## src/rtl/fetch_pkg.sv

```systemverilog
// Shared definitions for the instruction fetch stage: state encoding,
// default bus widths and the depth of the decoder-facing queue.
package fetch_pkg;

    localparam int FETCH_ADDR_WIDTH = 9;
    localparam int FETCH_DATA_WIDTH = 16;
    localparam int QUEUE_DEPTH      = 2;

    typedef enum logic [1:0] {
        ST_IDLE   = 2'd0,
        ST_RUN    = 2'd1,
        ST_HALTED = 2'd2
    } fetch_state_t;

endpackage

```

## src/rtl/fetch_buffer.sv

```systemverilog
// Two-entry {instr, pc} FIFO between code memory capture and the decoder.
// The head entry is itself a register, so the decoder sees registered values.
module fetch_buffer
    import fetch_pkg::*;
#(
    parameter int ADDR_WIDTH = FETCH_ADDR_WIDTH,
    parameter int DATA_WIDTH = FETCH_DATA_WIDTH
) (
    input  logic                  clk,
    input  logic                  reset,
    input  logic                  flush,
    input  logic                  push,
    input  logic [DATA_WIDTH-1:0] push_instr,
    input  logic [ADDR_WIDTH-1:0] push_pc,
    input  logic                  pop,
    output logic [DATA_WIDTH-1:0] head_instr,
    output logic [ADDR_WIDTH-1:0] head_pc,
    output logic [1:0]            count,
    output logic                  full,
    output logic                  empty
);

    logic [DATA_WIDTH-1:0] head_instr_r;
    logic [ADDR_WIDTH-1:0] head_pc_r;
    logic [DATA_WIDTH-1:0] tail_instr_r;
    logic [ADDR_WIDTH-1:0] tail_pc_r;
    logic [1:0]            count_r;
    logic                  push_s;
    logic                  pop_s;

    assign empty      = (count_r == 2'd0);
    assign full       = (count_r == 2'(QUEUE_DEPTH));
    assign count      = count_r;
    assign head_instr = head_instr_r;
    assign head_pc    = head_pc_r;

    // A pop from empty or a push into a full queue without a pop is dropped.
    assign pop_s  = pop && !empty;
    assign push_s = push && (!full || pop_s);

    // Queue storage: head/tail shift structure with flush.
    always_ff @(posedge clk or posedge reset) begin
        if (reset) begin
            head_instr_r <= '0;
            head_pc_r    <= '0;
            tail_instr_r <= '0;
            tail_pc_r    <= '0;
            count_r      <= 2'd0;
        end else if (flush) begin
            count_r <= 2'd0;
        end else begin
            case ({push_s, pop_s})
                2'b10: begin
                    if (count_r == 2'd0) begin
                        head_instr_r <= push_instr;
                        head_pc_r    <= push_pc;
                    end else begin
                        tail_instr_r <= push_instr;
                        tail_pc_r    <= push_pc;
                    end
                    count_r <= count_r + 2'd1;
                end
                2'b01: begin
                    head_instr_r <= tail_instr_r;
                    head_pc_r    <= tail_pc_r;
                    count_r      <= count_r - 2'd1;
                end
                2'b11: begin
                    if (count_r == 2'd1) begin
                        head_instr_r <= push_instr;
                        head_pc_r    <= push_pc;
                    end else begin
                        head_instr_r <= tail_instr_r;
                        head_pc_r    <= tail_pc_r;
                        tail_instr_r <= push_instr;
                        tail_pc_r    <= push_pc;
                    end
                end
                default: begin
                    count_r <= count_r;
                end
            endcase
        end
    end

endmodule

```

## src/rtl/fetch_unit.sv

```systemverilog
// Instruction fetch stage: owns the PC, issues code_memory reads, captures the
// returned word one cycle later and queues it for the decoder.
module fetch_unit
    import fetch_pkg::*;
#(
    parameter int          ADDR_WIDTH = FETCH_ADDR_WIDTH,
    parameter int          DATA_WIDTH = FETCH_DATA_WIDTH,
    parameter int unsigned START_ADDR = 0
) (
    input  logic                  clk,
    input  logic                  reset,
    output logic [ADDR_WIDTH-1:0] out_code_addr,
    input  logic [DATA_WIDTH-1:0] in_code_data,
    output logic [DATA_WIDTH-1:0] out_instr,
    output logic [ADDR_WIDTH-1:0] out_instr_pc,
    output logic                  out_instr_valid,
    input  logic                  in_instr_ready,
    input  logic                  in_jump_en,
    input  logic [ADDR_WIDTH-1:0] in_jump_addr,
    input  logic                  in_halt,
    input  logic                  in_resume,
    output logic                  out_halted
);

    fetch_state_t          state_r;
    logic [ADDR_WIDTH-1:0] pc_r;
    logic                  inflight_r;
    logic [ADDR_WIDTH-1:0] inflight_pc_r;
    logic                  halted_r;

    logic [1:0]            count_s;
    logic                  full_s;
    logic                  empty_s;
    logic                  pop_s;
    logic                  push_s;
    logic                  issue_s;
    logic [2:0]            occupancy_s;

    assign out_code_addr   = pc_r;
    assign out_instr_valid = !empty_s;
    assign out_halted      = halted_r;

    assign pop_s       = out_instr_valid && in_instr_ready;
    assign push_s      = inflight_r && !in_jump_en;
    assign occupancy_s = {1'b0, count_s} + {2'b00, inflight_r};

    // Only issue when the word can be guaranteed a queue slot on its return.
    assign issue_s = (state_r == ST_RUN) && !in_jump_en && !in_halt &&
                     (occupancy_s < (3'(QUEUE_DEPTH) + {2'b00, pop_s}));

    // Control FSM: PC, in-flight tracking and halted flag.
    always_ff @(posedge clk or posedge reset) begin
        if (reset) begin
            state_r       <= ST_IDLE;
            pc_r          <= ADDR_WIDTH'(START_ADDR);
            inflight_r    <= 1'b0;
            inflight_pc_r <= '0;
            halted_r      <= 1'b0;
        end else begin
            inflight_r <= issue_s;
            case (state_r)
                ST_IDLE: begin
                    state_r  <= ST_RUN;
                    halted_r <= 1'b0;
                    if (in_jump_en) begin
                        pc_r <= in_jump_addr;
                    end
                end
                ST_RUN: begin
                    if (in_jump_en) begin
                        pc_r     <= in_jump_addr;
                        halted_r <= 1'b0;
                    end else if (in_halt) begin
                        state_r  <= ST_HALTED;
                        halted_r <= 1'b1;
                    end else if (issue_s) begin
                        inflight_pc_r <= pc_r;
                        pc_r          <= pc_r + ADDR_WIDTH'(1);
                        halted_r      <= 1'b0;
                    end else begin
                        halted_r <= 1'b0;
                    end
                end
                ST_HALTED: begin
                    if (in_jump_en) begin
                        pc_r     <= in_jump_addr;
                        state_r  <= ST_RUN;
                        halted_r <= 1'b0;
                    end else if (in_resume) begin
                        state_r  <= ST_RUN;
                        halted_r <= 1'b0;
                    end else begin
                        halted_r <= 1'b1;
                    end
                end
                default: begin
                    state_r  <= ST_IDLE;
                    halted_r <= 1'b0;
                end
            endcase
        end
    end

    fetch_buffer #(
        .ADDR_WIDTH (ADDR_WIDTH),
        .DATA_WIDTH (DATA_WIDTH)
    ) u_buffer (
        .clk        (clk),
        .reset      (reset),
        .flush      (in_jump_en),
        .push       (push_s),
        .push_instr (in_code_data),
        .push_pc    (inflight_pc_r),
        .pop        (pop_s),
        .head_instr (out_instr),
        .head_pc    (out_instr_pc),
        .count      (count_s),
        .full       (full_s),
        .empty      (empty_s)
    );

endmodule

```

## config.mk

```make
export PLATFORM = sky130hd
export DESIGN_NAME = fetch_unit
export DESIGN_NICKNAME = d
export VERILOG_FILES = /design/src/rtl/fetch_pkg.sv /design/src/rtl/fetch_buffer.sv /design/src/rtl/fetch_unit.sv
export SDC_FILE = /design/constraint.sdc
export NUM_CORES = 1
export LEC_CHECK = 0
export CAP_MARGIN = 20
export CORE_ASPECT_RATIO = 0.5
export CORE_MARGIN = 5
export CORE_UTILIZATION = 59
export DETAILED_ROUTE_END_ITERATION = 12
export DONT_BUFFER_PORTS = 1
export PLACE_DENSITY = 0.85
export SLEW_MARGIN = 20
export SYNTH_ARGS = -nofsm -noshare
export SYNTH_HDL_FRONTEND = slang
export SYNTH_SLANG_ARGS = --single-unit
```

## constraint.sdc

```tcl
create_clock -name clk -period 5.9 [get_ports clk]
set_input_delay 0.59 -clock clk [delete_from_list [all_inputs] [get_ports clk]]
set_output_delay 0.59 -clock clk [all_outputs]
set_load 0.02 [all_outputs]
```

# ---- Word-level counts from Yosys, hierarchy flattened
# Index checks and enable logic that the tools add are counted.
dict set report totals {
  n_memories 0
  in_bits 31
  rom_bits 0
  latchBits 0
  ram_bits 0
  ff_bits 74
  word_cells 87
  out_inout_bits 36
}
dict set report classes {
  n_reduce_logical 24
  shifts 0
  mux 29
  div 0
  mul 0
  n_lt_le_gt_ge 1
  add_sub_neg 5
  eq_ne 16
  bitwise_logic 2
}
# cell count
set op_table {}
lappend op_table {{two-way mux 9 bit} 8}
lappend op_table {{two-way mux 16 bit} 4}
lappend op_table {{case mux 16 bit (3 select lines)} 1}
lappend op_table {{case mux 9 bit (2 select lines)} 2}
lappend op_table {{case mux 16 bit (2 select lines)} 1}
lappend op_table {{case mux 9 bit (3 select lines)} 1}
lappend op_table {{AND reduction 4 bit} 3}
lappend op_table {{two-way mux 2 bit} 5}
lappend op_table {{adder 9 x 1 -> 9 bit (second input constant)} 1}
lappend op_table {{!= test 3 bit (second input constant)} 3}
lappend op_table {{== test 2 bit (second input constant)} 4}
lappend op_table {{!= test 2 bit (second input constant)} 4}
lappend op_table {{logical AND 1 bit} 7}
lappend op_table {{== test 2 x 1 -> 1 bit (second input constant)} 3}
lappend op_table {{case mux 2 bit (3 select lines)} 1}
lappend op_table {{AND reduction 3 bit} 2}
lappend op_table {{nonzero test 3 bit} 2}
lappend op_table {{zero test 1 bit} 4}
lappend op_table {{zero test 2 bit} 2}
lappend op_table {{two-way mux 1 bit} 4}
lappend op_table {{!= test 2 x 1 -> 1 bit (second input constant)} 2}
lappend op_table {{case mux 2 bit (2 select lines)} 1}
lappend op_table {{nonzero test 2 bit} 2}
lappend op_table {{adder 2 x 1 -> 3 bit} 1}
lappend op_table {{8 further kinds} 9}

# ---- Logic depth before layout (Yosys ltp)
# Gate-level depths: netlist of run 1.
dict set report logic_depth {
  word_depth 10
  ltp_mapped 8
  ltp_nobuf 6
}

# ---- Modules after synthesis
# From an unflattened synthesis of run 1, not the netlist that was laid out.
dict set report hier_totals {
  cells_unflattened 298
  area_unflattened_um2 3547.2
}
# module instances seq_area_each_um2 cells_per_inst area_each_um2
set by_module_without_submodules {}
lappend by_module_without_submodules {fetch_buffer 1 1301.2 186 2362.3}
lappend by_module_without_submodules {fetch_unit 1 550.5 112 1184.9}

# ---- Worst setup path before layout of run 1
# OpenSTA, ideal clock, no wires.
dict set report synth_path {
  path_kind {register to register}
  from {reg u_buffer.count_r[0], in the netlist u_buffer.count[0]}
  to {reg pc_r[0], in the netlist out_code_addr[0]}
  stages_incl_launch_ff 8
  required_ns 5.808
  arrival_time_ns 1.638
  path_slack_ns 4.170
  path_buffers 1
  synth_period_minus_slack_ns 1.730
  path_cell_list {dfrtp_1 > ha_1 > ha_1 > nand3b_1 > o221ai_2 > buf_2 > or2_4 > o31ai_2}
}
dict set report synth_between {
  elab_chain_len 8
  elab_cells_between_ends 9
  classes_between {add/sub: 2; order compare: 1; eq/ne: 1; reduce/logical: 5}
}
# item line
set synth_lines {}
lappend synth_lines {{from (decl)} fetch_buffer.sv:27} ;# logic [1:0] count_r;
lappend synth_lines {{from (signal assigned)} fetch_buffer.sv:61} ;# count_r <= count_r + 2'd1;
lappend synth_lines {{from (signal assigned)} fetch_buffer.sv:66} ;# count_r <= count_r - 2'd1;
lappend synth_lines {{from (signal assigned)} fetch_buffer.sv:80} ;# count_r <= count_r;
lappend synth_lines {{zero test 2 bit} fetch_buffer.sv:31} ;# assign empty = (count_r == 2'd0);
lappend synth_lines {{zero test 1 bit} fetch_unit.sv:40} ;# assign out_instr_valid = !empty_s;
lappend synth_lines {{logical AND 1 bit} fetch_unit.sv:43} ;# assign pop_s = out_instr_valid && in_instr_ready;
lappend synth_lines {{adder 2 x 1 -> 3 bit} fetch_unit.sv:49} ;# (occupancy_s < (3'(QUEUE_DEPTH) + {2'b00, pop_s}));
lappend synth_lines {{less-than comparator 3 bit *} fetch_unit.sv:49}
lappend synth_lines {{logical AND 1 bit *} fetch_unit.sv:48} ;# assign issue_s = (state_r == ST_RUN) && !in_jump_en && !in_halt &&
lappend synth_lines {{!= test 3 bit (no source line) *} n/a}
lappend synth_lines {{AND reduction 4 bit (no source line) *} n/a}
lappend synth_lines {{to (signal assigned)} fetch_unit.sv:55} ;# pc_r <= ADDR_WIDTH'(START_ADDR);
lappend synth_lines {{to (signal assigned)} fetch_unit.sv:66} ;# pc_r <= in_jump_addr;
lappend synth_lines {{to (signal assigned)} fetch_unit.sv:71} ;# pc_r <= in_jump_addr;
lappend synth_lines {{to (decl)} fetch_unit.sv:26} ;# logic [ADDR_WIDTH-1:0] pc_r;
# Every way passes the cells marked *; elsewhere a longest branch is shown, timed or not.
# A chain may end at the register's enable or synchronous reset.

# ---- Worst setup path in the final report of run 1
dict set report layout_path {
  from {reg u_buffer.count_r[1], in the netlist u_buffer.count[1]}
  to {reg u_buffer.tail_instr_r[10]}
}
dict set report layout_between {
  elab_chain_len 9
  elab_cells_between_ends 16
  classes_between {eq/ne: 6; mux: 1; reduce/logical: 9}
}
# item line
set layout_lines {}
lappend layout_lines {{zero test 2 bit *} fetch_buffer.sv:31}
lappend layout_lines {{zero test 1 bit *} fetch_unit.sv:40}
lappend layout_lines {{net out_instr_valid} fetch_unit.sv:16} ;# output logic out_instr_valid,
lappend layout_lines {{logical AND 1 bit} fetch_unit.sv:43}
lappend layout_lines {{logical AND 1 bit *} fetch_buffer.sv:38} ;# assign pop_s = pop && !empty;
lappend layout_lines {{logical OR 1 bit} fetch_buffer.sv:39} ;# assign push_s = push && (!full || pop_s);
lappend layout_lines {{logical AND 1 bit} fetch_buffer.sv:39}
lappend layout_lines {{== test 2 bit} fetch_buffer.sv:52} ;# case ({push_s, pop_s})
lappend layout_lines {{!= test 2 bit (no source line) / nonzero test 2 bit (equally long branches)} n/a}
lappend layout_lines {{AND reduction 4 bit (no source line)} n/a}
lappend layout_lines {{to (signal assigned)} fetch_buffer.sv:58} ;# tail_instr_r <= push_instr;
lappend layout_lines {{to (signal assigned)} fetch_buffer.sv:75} ;# tail_instr_r <= push_instr;
lappend layout_lines {{to (decl)} fetch_buffer.sv:25} ;# logic [DATA_WIDTH-1:0] tail_instr_r;
# The timed path passes the listed nets; every way through them passes the cells marked *.

==> results of run 1 <==
## kinds of logic (layout without fill, tap and decap cells)
| group | count (synthesis) | after routing | share of synthesized area, % |
|---|---|---|---|
| xor gates and xnor gates | 1 | 1 | 0.2508 |
| adders and majority gates | 9 | 9 | 3.224 |
| DFF | 74 | 74 | 53.01 |
| buffers and inverters | 24 | 27 | 3.402 |
| muxes | 61 | 61 | 18.70 |
| and+or+nand+nor | 66 | 66 | 9.885 |
| AOI/OAI and AO/OA | 68 | 68 | 11.53 |
## cells in the mapped netlist, drive strengths merged (2+ instances only)
cell type,n,area share (%)
mux2i,27,7.7
buf,10,1.9
nor2b,2,0.36
nand3,3,0.43
and3,2,0.36
nand3b,2,0.43
clkbuf,6,0.68
ha,9,3.2
a21oi,35,5.0
o21ai,15,2.1
nor3,2,0.29
nor3b,4,1.0
o31ai,4,1.0
or2,2,0.43
and4b,2,0.57
nand2b,3,0.54
dfrtp,74,53
mux2,34,11
inv,8,0.86
a211oi,3,0.64
a2bb2oi,3,0.75
nor2,34,3.9
nand2,6,0.64
## state kept, by name (all words and copies together) (netlist names)
signal and count:
u_buffer.head_instr 16, u_buffer.tail_instr_r 16, inflight_pc_r 9, out_code_addr 9, u_buffer.head_pc 9, u_buffer.tail_pc_r 9, state_r 2, u_buffer.count 2
inflight_r 1, out_halted 1
## final timing paths
path / from / end / slack (ns)
max: u_buffer.count[1] / u_buffer.tail_instr_r[10] / 3.56
min: in_jump_en / u_buffer.count[1] / 0.33
max reg2reg: u_buffer.count[1] / u_buffer.tail_instr_r[10] / 3.56
min reg2reg: u_buffer.tail_instr_r[11] / u_buffer.tail_instr_r[11] / 0.49
max in group asynchronous: reset / inflight_r / 4.90
min in group asynchronous: reset / u_buffer.tail_instr_r[12] / 0.43
## per-stage QoR
| stage | utilization, % | total power [mW] | worst slack, ns |
|---|---|---|---|
| after floorplan | - | 1.526 | 3.428 |
| after global placement | 62.78 | 1.618 | 3.650 |
| after detailed placement | 62.78 | 1.679 | 3.541 |
| after CTS | 68.55 | 2.256 | 3.528 |
| after global routing | 69.05 | 2.406 | 3.385 |
| final | 69.05 | 2.253 | 3.555 |
## layer usage
metal	GRT usage [%]	up-vias
li1	-	1083
met1	23.40	1129
met2	32.16	65
met3	6.516	4
met4	5.483	0
met5	0	-
## report_power, final
part | internal (mW) | total (mW) | leakage [nW] | switching, mW
registers | 0.732 | 1.08 | 0.909 | 0.346
logic | 0.285 | 0.609 | 0.818 | 0.324
clock network | 0.374 | 0.566 | 0.162 | 0.192
## layout make-up
class / count / area, sq um / share of cell area, %
Sequential cell: 74 / 1852 / 47.80
Multi-Input combinational cell: 205 / 1534 / 39.60
Clock buffer: 13 / 280.3 / 7.235
Tap cell: 73 / 91.34 / 2.358
Clock inverter: 3 / 43.79 / 1.130
Timing Repair Buffer: 3 / 42.54 / 1.098
Inverter: 8 / 30.03 / 0.7752
==> results.yml, run 1 <==
routing:
  dr.pass1.iters: 4
  routed_wl_mm: 6.786
  met1_length_mm: 3.026
  routed-wl-met3_um: 470
  drc: 0
  maxUsedRoutingLayer: "met4"
  wl_per_cell_um: 17.91
  met2WireLength_mm: 3.257
  routed-via-count: 2281
  postRouteAntennaNets: 0
  initialDrtViolationCount: 104
  detail_route.vias_per_cell: 6.018
power_and_ir_drop:
  power_density_mw_per_mm2: 581.6
  max-vdd-ir-drop_v: 0.0002742
  total_leakage_power_nw: 1.889
timing:
  worst_slew_pin_slew_ns: 0.9038
  finalSetupViolations: 0
  skew_ns: 0.008603
  final_period_minus_worst_setup_slack_ns: 2.345
  grt_setup_unrepaired: "false"
  fin_worst_hold_slack_ns: 0.3315
  final_max_slew_viol_count: 0
  finalCritPeriodShare_pct: 39.74
  fmax_mhz: 426.5
  final_hold_viol_count: 0
  slew-limit-headroom_pct: 39.28
  final_layout_setup_total_negative_slack_ns: 0
clock_tree:
  cts_max_path_buffers: 2
  post_cts_resize_count: 0
  post_cts.repair.setup_buffers: 0
  insertion_delay_ns: 0.32
  clk_root_buffer_cell: "sky130_fd_sc_hd__clkbuf_16"
  clock-sinks: 74
  htree_num_levels: 3
  cts-hold-fix-buffers: 0
  cts_buffers: 9
  cts.clk_slew.worst_paths_ns: 0.06
  cts_tree: "yes"
global_route:
  grtUsageTotal_pct: 18.92
  grt_pass1_wl_mm: 11.79
  grt_antenna_before_repair: 0
  number_of_global_route_vias_before_repair: 2458
  grt_max_degree: 75
  leftover_overflow_at_the_end_of_global_routing: 0
worst_setup_path:
  critical_path_required_ns: 6.10
  crit_fanout: 25
  worstSetupEndpointType: "flip-flop"
  worst_ep_arrival_time_ns: 2.54
  timing.critical_path.depth: 5
  crit_path_start_kind: "flip-flop"
  crit_path_cell_trace: "inv_1, ha_1, inv_1, nand4_2, mux2_1"
  timing.critical_path.buf_inv: 2
  timing.setup.critical_path_class: "flip-flop to flip-flop"
  worst_path_largest_cell_delay_ns: 0.68
  crit_slowest_cell: "sky130_fd_sc_hd__nand4_2"
  critPathMostFrequentCell: "sky130_fd_sc_hd__inv_1"
  worst-r2r-cell-count: 5
  critPathTopFamily: "simple AND/OR/NAND/NOR gates"
floorplan:
  die_w_um: 118.8
  die_h_um: 64.41
  initial_utilization_pct: 62.27
  die_area_sq_mm: 0.007653
  floorplan.core_area_sq_mm: 0.005610
  std_cell_rows: 19
  ioPinCount: 67
cells_and_area:
  most_common_cell_after_layout_fill_and_taps_aside: "sky130_fd_sc_hd__dfrtp_1"
  most-common-layout-cells: "74 x sky130_fd_sc_hd__dfrtp_1, 34 x sky130_fd_sc_hd__a21oi_1, 33 x sky130_fd_sc_hd__nor2_1"
  finish.instance_area_sq_mm: 0.003874
  drive_above_1_share_pct: 10.78
  syn_to_final_growth_pct: 10.89
  nNetsFinal: 341
  layout.cells.non_filler: 379
  num-fill-cells: 399
  num_antenna_cells: 0
logic_synthesis:
  ys_seq_elements: 74
  synthFlopType: "sky130_fd_sc_hd__dfrtp_1"
  yosysUniqueCellTypes: 46
  mapped_area_sq_mm: 0.003493
  synthCells: 303
  synth-edff-count: 0
  synthesis.nets: 343
  yosys_warnings: 0
  synthesis.area_per_instance_sq_um: 11.53
  synth-seq-area-share_pct: 53.01
  ys_async_sr_fraction_pct: 100.0
placed_design:
  placement.cell_area_sq_mm: 0.003522
  gp_congestion: 0.8788
  hpwl_mm: 4.712
  io_buffers: 0
  cell_count_after_placement: 362
outcome:
  run_status: "finished, final reports clean"
worst_hold_path:
  hold_path_depth: 1
  hold_class: "input pin to flip-flop"
run:
  max-cap-violations: 0
Note: power is estimated with default switching activity, not from simulation.
==> inputs of run 2 (changes only) <==
- CORE_UTILIZATION: 59 -> 57
- clock period: 5.9 -> 2.1 ns (I/O delays scaled with it)
==> results.yml, run 2 (synthesized netlist as in run 1, its figures left out) <==
worst_setup_path:
  timing.critical_path.buf_inv: 1
  crit_path_start_kind: "flip-flop"
  timing.setup.critical_path_class: "flip-flop to flip-flop"
  crit_slowest_cell: "sky130_fd_sc_hd__dfrtp_1"
  worst_path_largest_cell_delay_ns: 0.40
  worst_ep_arrival_time_ns: 2.15
  crit_path_cell_trace: "inv_1, ha_1, nor3b_2, o21ai_1, nor2_4, mux2_1"
  crit_fanout: 10
  worstSetupEndpointType: "flip-flop"
  critical_path_required_ns: 2.30
  critPathTopFamily: "simple AND/OR/NAND/NOR gates"
cells_and_area:
  most-common-layout-cells: "74 x sky130_fd_sc_hd__dfrtp_1, 34 x sky130_fd_sc_hd__a21oi_1, 33 x sky130_fd_sc_hd__nor2_1"
  final_util_pct: 65.94
  layout.cells.non_filler: 394
  most_common_cell_after_layout_fill_and_taps_aside: "sky130_fd_sc_hd__dfrtp_1"
  num_antenna_cells: 0
  drive_above_1_share_pct: 11.99
  syn_to_final_growth_pct: 13.36
  finish.instance_area_sq_mm: 0.003960
  num-fill-cells: 466
  nNetsFinal: 352
clock_tree:
  clk_root_buffer_cell: "sky130_fd_sc_hd__clkbuf_16"
  cts.clk_slew.worst_paths_ns: 0.06
  cts_max_path_buffers: 2
  clock-sinks: 74
  insertion_delay_ns: 0.33
  post_cts.repair.setup_buffers: 0
  htree_num_levels: 3
  cts_tree: "yes"
  cts_buffers: 9
floorplan:
  die_area_sq_mm: 0.007889
  die_w_um: 120.7
  initial_utilization_pct: 58.17
  die_h_um: 65.36
  ioPinCount: 67
  std_cell_rows: 20
  floorplan.core_area_sq_mm: 0.006006
worst_hold_path:
  hold_class: "input pin to flip-flop"
routing:
  routed-via-count: 2357
  dr.pass1.iters: 4
  initialDrtViolationCount: 126
  detail_route.vias_per_cell: 5.982
  drc: 0
  routed_wl_mm: 7.187
  postRouteAntennaNets: 0
  wl_per_cell_um: 18.24
timing:
  worst_slew_pin_slew_ns: 0.5227
  final_max_slew_viol_count: 0
  fin_worst_hold_slack_ns: 0.01087
  slew-limit-headroom_pct: 65.15
  grt_setup_unrepaired: "false"
  final_period_minus_worst_setup_slack_ns: 1.946
  final_hold_viol_count: 0
  skew_ns: 0.005189
  finalCritPeriodShare_pct: 92.66
  layout_setup_ws_ns: 0.1542
  finalSetupViolations: 0
  fmax_mhz: 513.9
  final_layout_setup_total_negative_slack_ns: 0
run:
  max-cap-violations: 0
power_and_ir_drop:
  power_density_mw_per_mm2: 1588
  fin_total_pwr_mw: 6.287
  total_leakage_power_nw: 1.931
  max-vdd-ir-drop_v: 0.0008233
placed_design:
  cell_count_after_placement: 374
  hpwl_mm: 5.003
  placement.cell_area_sq_mm: 0.003625
  gp_congestion: 0.8498
  detailedPlace.worstSlack_ns: 0.1155
  io_buffers: 0
outcome:
  run_status: "finished, final reports clean"
global_route:
  leftover_overflow_at_the_end_of_global_routing: 0
  number_of_global_route_vias_before_repair: 2541
  grt_pass1_wl_mm: 12.14
  grt_max_degree: 51
  grtUsageTotal_pct: 19.61
  grt_antenna_before_repair: 0
## run 2: cell types whose count changed in the layout (fill, tap and decap cells not counted), sizes merged
| cell | delta |
|---|---|
| inv | -1 |
| clkbuf | +1 |
| buf | +7 |
| clkinv | +1 |
| dlygate4sd3 | +4 |
| bufinv | -1 |
## run 2: routing by layer
layer,track usage (%),vias to the layer above,share of wire [%]
met5,0,-,0
met4,7.768,0,1.4
met3,6.449,10,6.5
met2,34.12,72,50
met1,22.78,1173,42
li1,-,1102,-
## run 2: layout make-up
| type | count | area (sq um) | area share, % |
|---|---|---|---|
| inverters | 8 | 30.03 | 0.7583 |
| clock inverters | 2 | 10.01 | 0.2528 |
| clock buffers | 14 | 274.0 | 6.919 |
| repair buffers | 14 | 152.6 | 3.855 |
| flip-flops and latches | 74 | 1852 | 46.76 |
| well taps | 77 | 96.34 | 2.433 |
| multi-input cells | 205 | 1545 | 39.02 |
## run 2: timing repair
| item | in CTS | in global routing |
|---|---|---|
| gates resized for setup | 0 | 1 |
| setup endpoints to repair | 0 | 1 |
| hold endpoints to repair | 78 | 2 |
| hold buffers | 2 | 2 |
## run 2: worst paths after layout
kind / startpoint / end / slack, ns / depth (start not counted)
worst min-delay path: in_code_data[14] / u_buffer.tail_instr_r[14] / 0.01 / 1
worst max-delay path: u_buffer.count[1] / inflight_pc_r[5] / 0.15 / 6
max in group asynchronous: reset / u_buffer.tail_pc_r[4] / 1.26 / 3
worst min register to register: u_buffer.tail_instr_r[14] / u_buffer.tail_instr_r[14] / 0.49 / 1
min in group asynchronous: reset / u_buffer.head_instr[5] / 0.43 / 3
worst max register to register: u_buffer.count[1] / inflight_pc_r[5] / 0.15 / 6
## run 2: power by group
part	switching, mW	internal, mW	total (mW)	leakage (nW)
Sequential	0.907	2.06	2.96	0.909
Clock	0.542	0.893	1.44	0.143
Combinational	1.01	0.877	1.89	0.880
Total	2.46	3.83	6.29	1.93
==> inputs of run 3 (changes only) <==
- CORE_MARGIN: 5 -> unset
- CORE_UTILIZATION: 57 -> 55
- PLACE_DENSITY: 0.85 -> 0.83
==> results.yml, run 3 (synthesized netlist as in run 1, its figures left out) <==
outcome:
  run_status: "finished, final reports clean"
cells_and_area:
  nNetsFinal: 351
  most-common-layout-cells: "74 x sky130_fd_sc_hd__dfrtp_1, 34 x sky130_fd_sc_hd__a21oi_1, 33 x sky130_fd_sc_hd__nor2_1"
  num_antenna_cells: 0
  syn_to_final_growth_pct: 15.51
  most_common_cell_after_layout_fill_and_taps_aside: "sky130_fd_sc_hd__dfrtp_1"
  num-fill-cells: 468
  drive_above_1_share_pct: 12.66
power_and_ir_drop:
  power_density_mw_per_mm2: 1634
  max-vdd-ir-drop_v: 0.0008058
  total_leakage_power_nw: 1.955
worst_setup_path:
  crit_fanout: 25
  regToRegStartpoint: "u_buffer.count[0]"
  worst_setup_sp: "u_buffer.count[0]"
  worst-r2r-cell-count: 7
  worst_ep_arrival_time_ns: 2.18
  critical_path_required_ns: 2.30
  crit_path_start_kind: "flip-flop"
  worstSetupEndpointType: "flip-flop"
  timing.setup.critical_path_class: "flip-flop to flip-flop"
timing:
  finalSetupViolations: 0
  slew-limit-headroom_pct: 64.23
  fin_worst_hold_slack_ns: 0.01167
  grt_setup_unrepaired: "false"
  final_hold_viol_count: 0
  final_period_minus_worst_setup_slack_ns: 1.971
  skew_ns: 0.01021
  worst_slew_pin_slew_ns: 0.5357
  finalCritPeriodShare_pct: 93.88
  fmax_mhz: 507.2
  final_layout_setup_total_negative_slack_ns: 0
  final_max_slew_viol_count: 0
routing:
  routed_wl_mm: 6.851
  detail_route.vias_per_cell: 5.876
  postRouteAntennaNets: 0
  drc: 0
  dr.pass1.iters: 4
  initialDrtViolationCount: 101
  wl_per_cell_um: 16.96
  routed-via-count: 2374
clock_tree:
  htree_num_levels: 3
  cts.clk_slew.worst_paths_ns: 0.06
  cts_buffers: 9
  cts_tree: "yes"
  insertion_delay_ns: 0.33
  clock-sinks: 74
  cts_max_path_buffers: 2
  clk_root_buffer_cell: "sky130_fd_sc_hd__clkbuf_16"
floorplan:
  ioPinCount: 67
  floorplan.core_area_sq_mm: 0.006106
  initial_utilization_pct: 57.21
  std_cell_rows: 20
  die_area_sq_mm: 0.006694
  die_h_um: 58.36
  die_w_um: 114.7
global_route:
  grt_max_degree: 51
  grtUsageTotal_pct: 22.43
  leftover_overflow_at_the_end_of_global_routing: 0
  number_of_global_route_vias_before_repair: 2399
  grt_pass1_wl_mm: 11.36
  grt_antenna_before_repair: 0
worst_hold_path:
  hold_path_depth: 1
  hold_class: "input pin to flip-flop"
  hold_path_startpoint: "in_code_data[0]"
placed_design:
  hpwl_mm: 4.654
  io_buffers: 0
  gp_congestion: 0.8375
run:
  max-cap-violations: 0
-- run 3: timing repair --
item                                    CTS  global route
endpoints found under the hold margin    29             1
buffers inserted                          0             0
resized for setup                         0             1
endpoints found under the setup margin    0             6
hold buffers                              3             1
-- run 3: final cells by class --
type / count / area, sq um / area share (%)
Multi-Input combinational cell: 205 / 1536 / 38.08
Sequential cell: 74 / 1852 / 45.89
Clock inverter: 7 / 123.9 / 3.070
Clock buffer: 9 / 225.2 / 5.581
Tap cell: 88 / 110.1 / 2.729
Timing Repair Buffer: 13 / 157.7 / 3.907
Inverter: 8 / 30.03 / 0.7442
-- run 3: critical path: stages, from the launching register on --
cell and delay [ns]:
sky130_fd_sc_hd__dfrtp_1 0.42, sky130_fd_sc_hd__inv_1 0.15, sky130_fd_sc_hd__ha_1 0.28, sky130_fd_sc_hd__nand2b_2 0.24
sky130_fd_sc_hd__a31o_1 0.17, sky130_fd_sc_hd__buf_12 0.23, sky130_fd_sc_hd__mux2i_1 0.24, sky130_fd_sc_hd__a21oi_1 0.10
-- run 3: per-layer routing --
layer | share of wire [%] | vias to the layer above | GRT usage [%]
met1 | 46 | 1195 | 28.46
met4 | 0.50 | 0 | 7.607
met5 | 0 | - | 0
met2 | 48 | 76 | 37.23
met3 | 6.0 | 4 | 7.106
li1 | - | 1099 | -
-- run 3: worst paths after layout --
kind,endpoint,slack (ns)
worst min-delay path,u_buffer.tail_instr_r[0],0.01
worst min register to register,u_buffer.tail_pc_r[8],0.49
worst max-delay path,u_buffer.head_pc[2],0.13
min in group asynchronous,u_buffer.head_instr[13],0.38
max in group asynchronous,u_buffer.tail_pc_r[0],1.09
worst max register to register,u_buffer.head_pc[2],0.13
-- run 3: stage by stage --
| stage | power (mW) | util, % | cells | instance area, sq um | setup WS, ns |
|---|---|---|---|---|---|
| CTS | 6.622 | 65.88 | 403 | 4023 | 0.06368 |
| global placement | 4.644 | 59.67 | 384 | 3643 | 0.2089 |
| detailed placement | 4.815 | 59.67 | 384 | 3643 | 0.1120 |
| floorplan | 4.289 | - | 303 | 3493 | 0.008377 |
| global route | 6.999 | 66.09 | 404 | 4035 | 0.006086 |
| finish | 6.595 | 66.09 | 404 | 4035 | 0.1286 |
-- run 3: power breakdown --
group          internal (mW)  leakage (nW)  switching [mW]
logic                  0.873         0.879           0.996
clock network           1.17         0.167           0.603
registers               2.06         0.909           0.895
total                   4.10          1.95            2.49
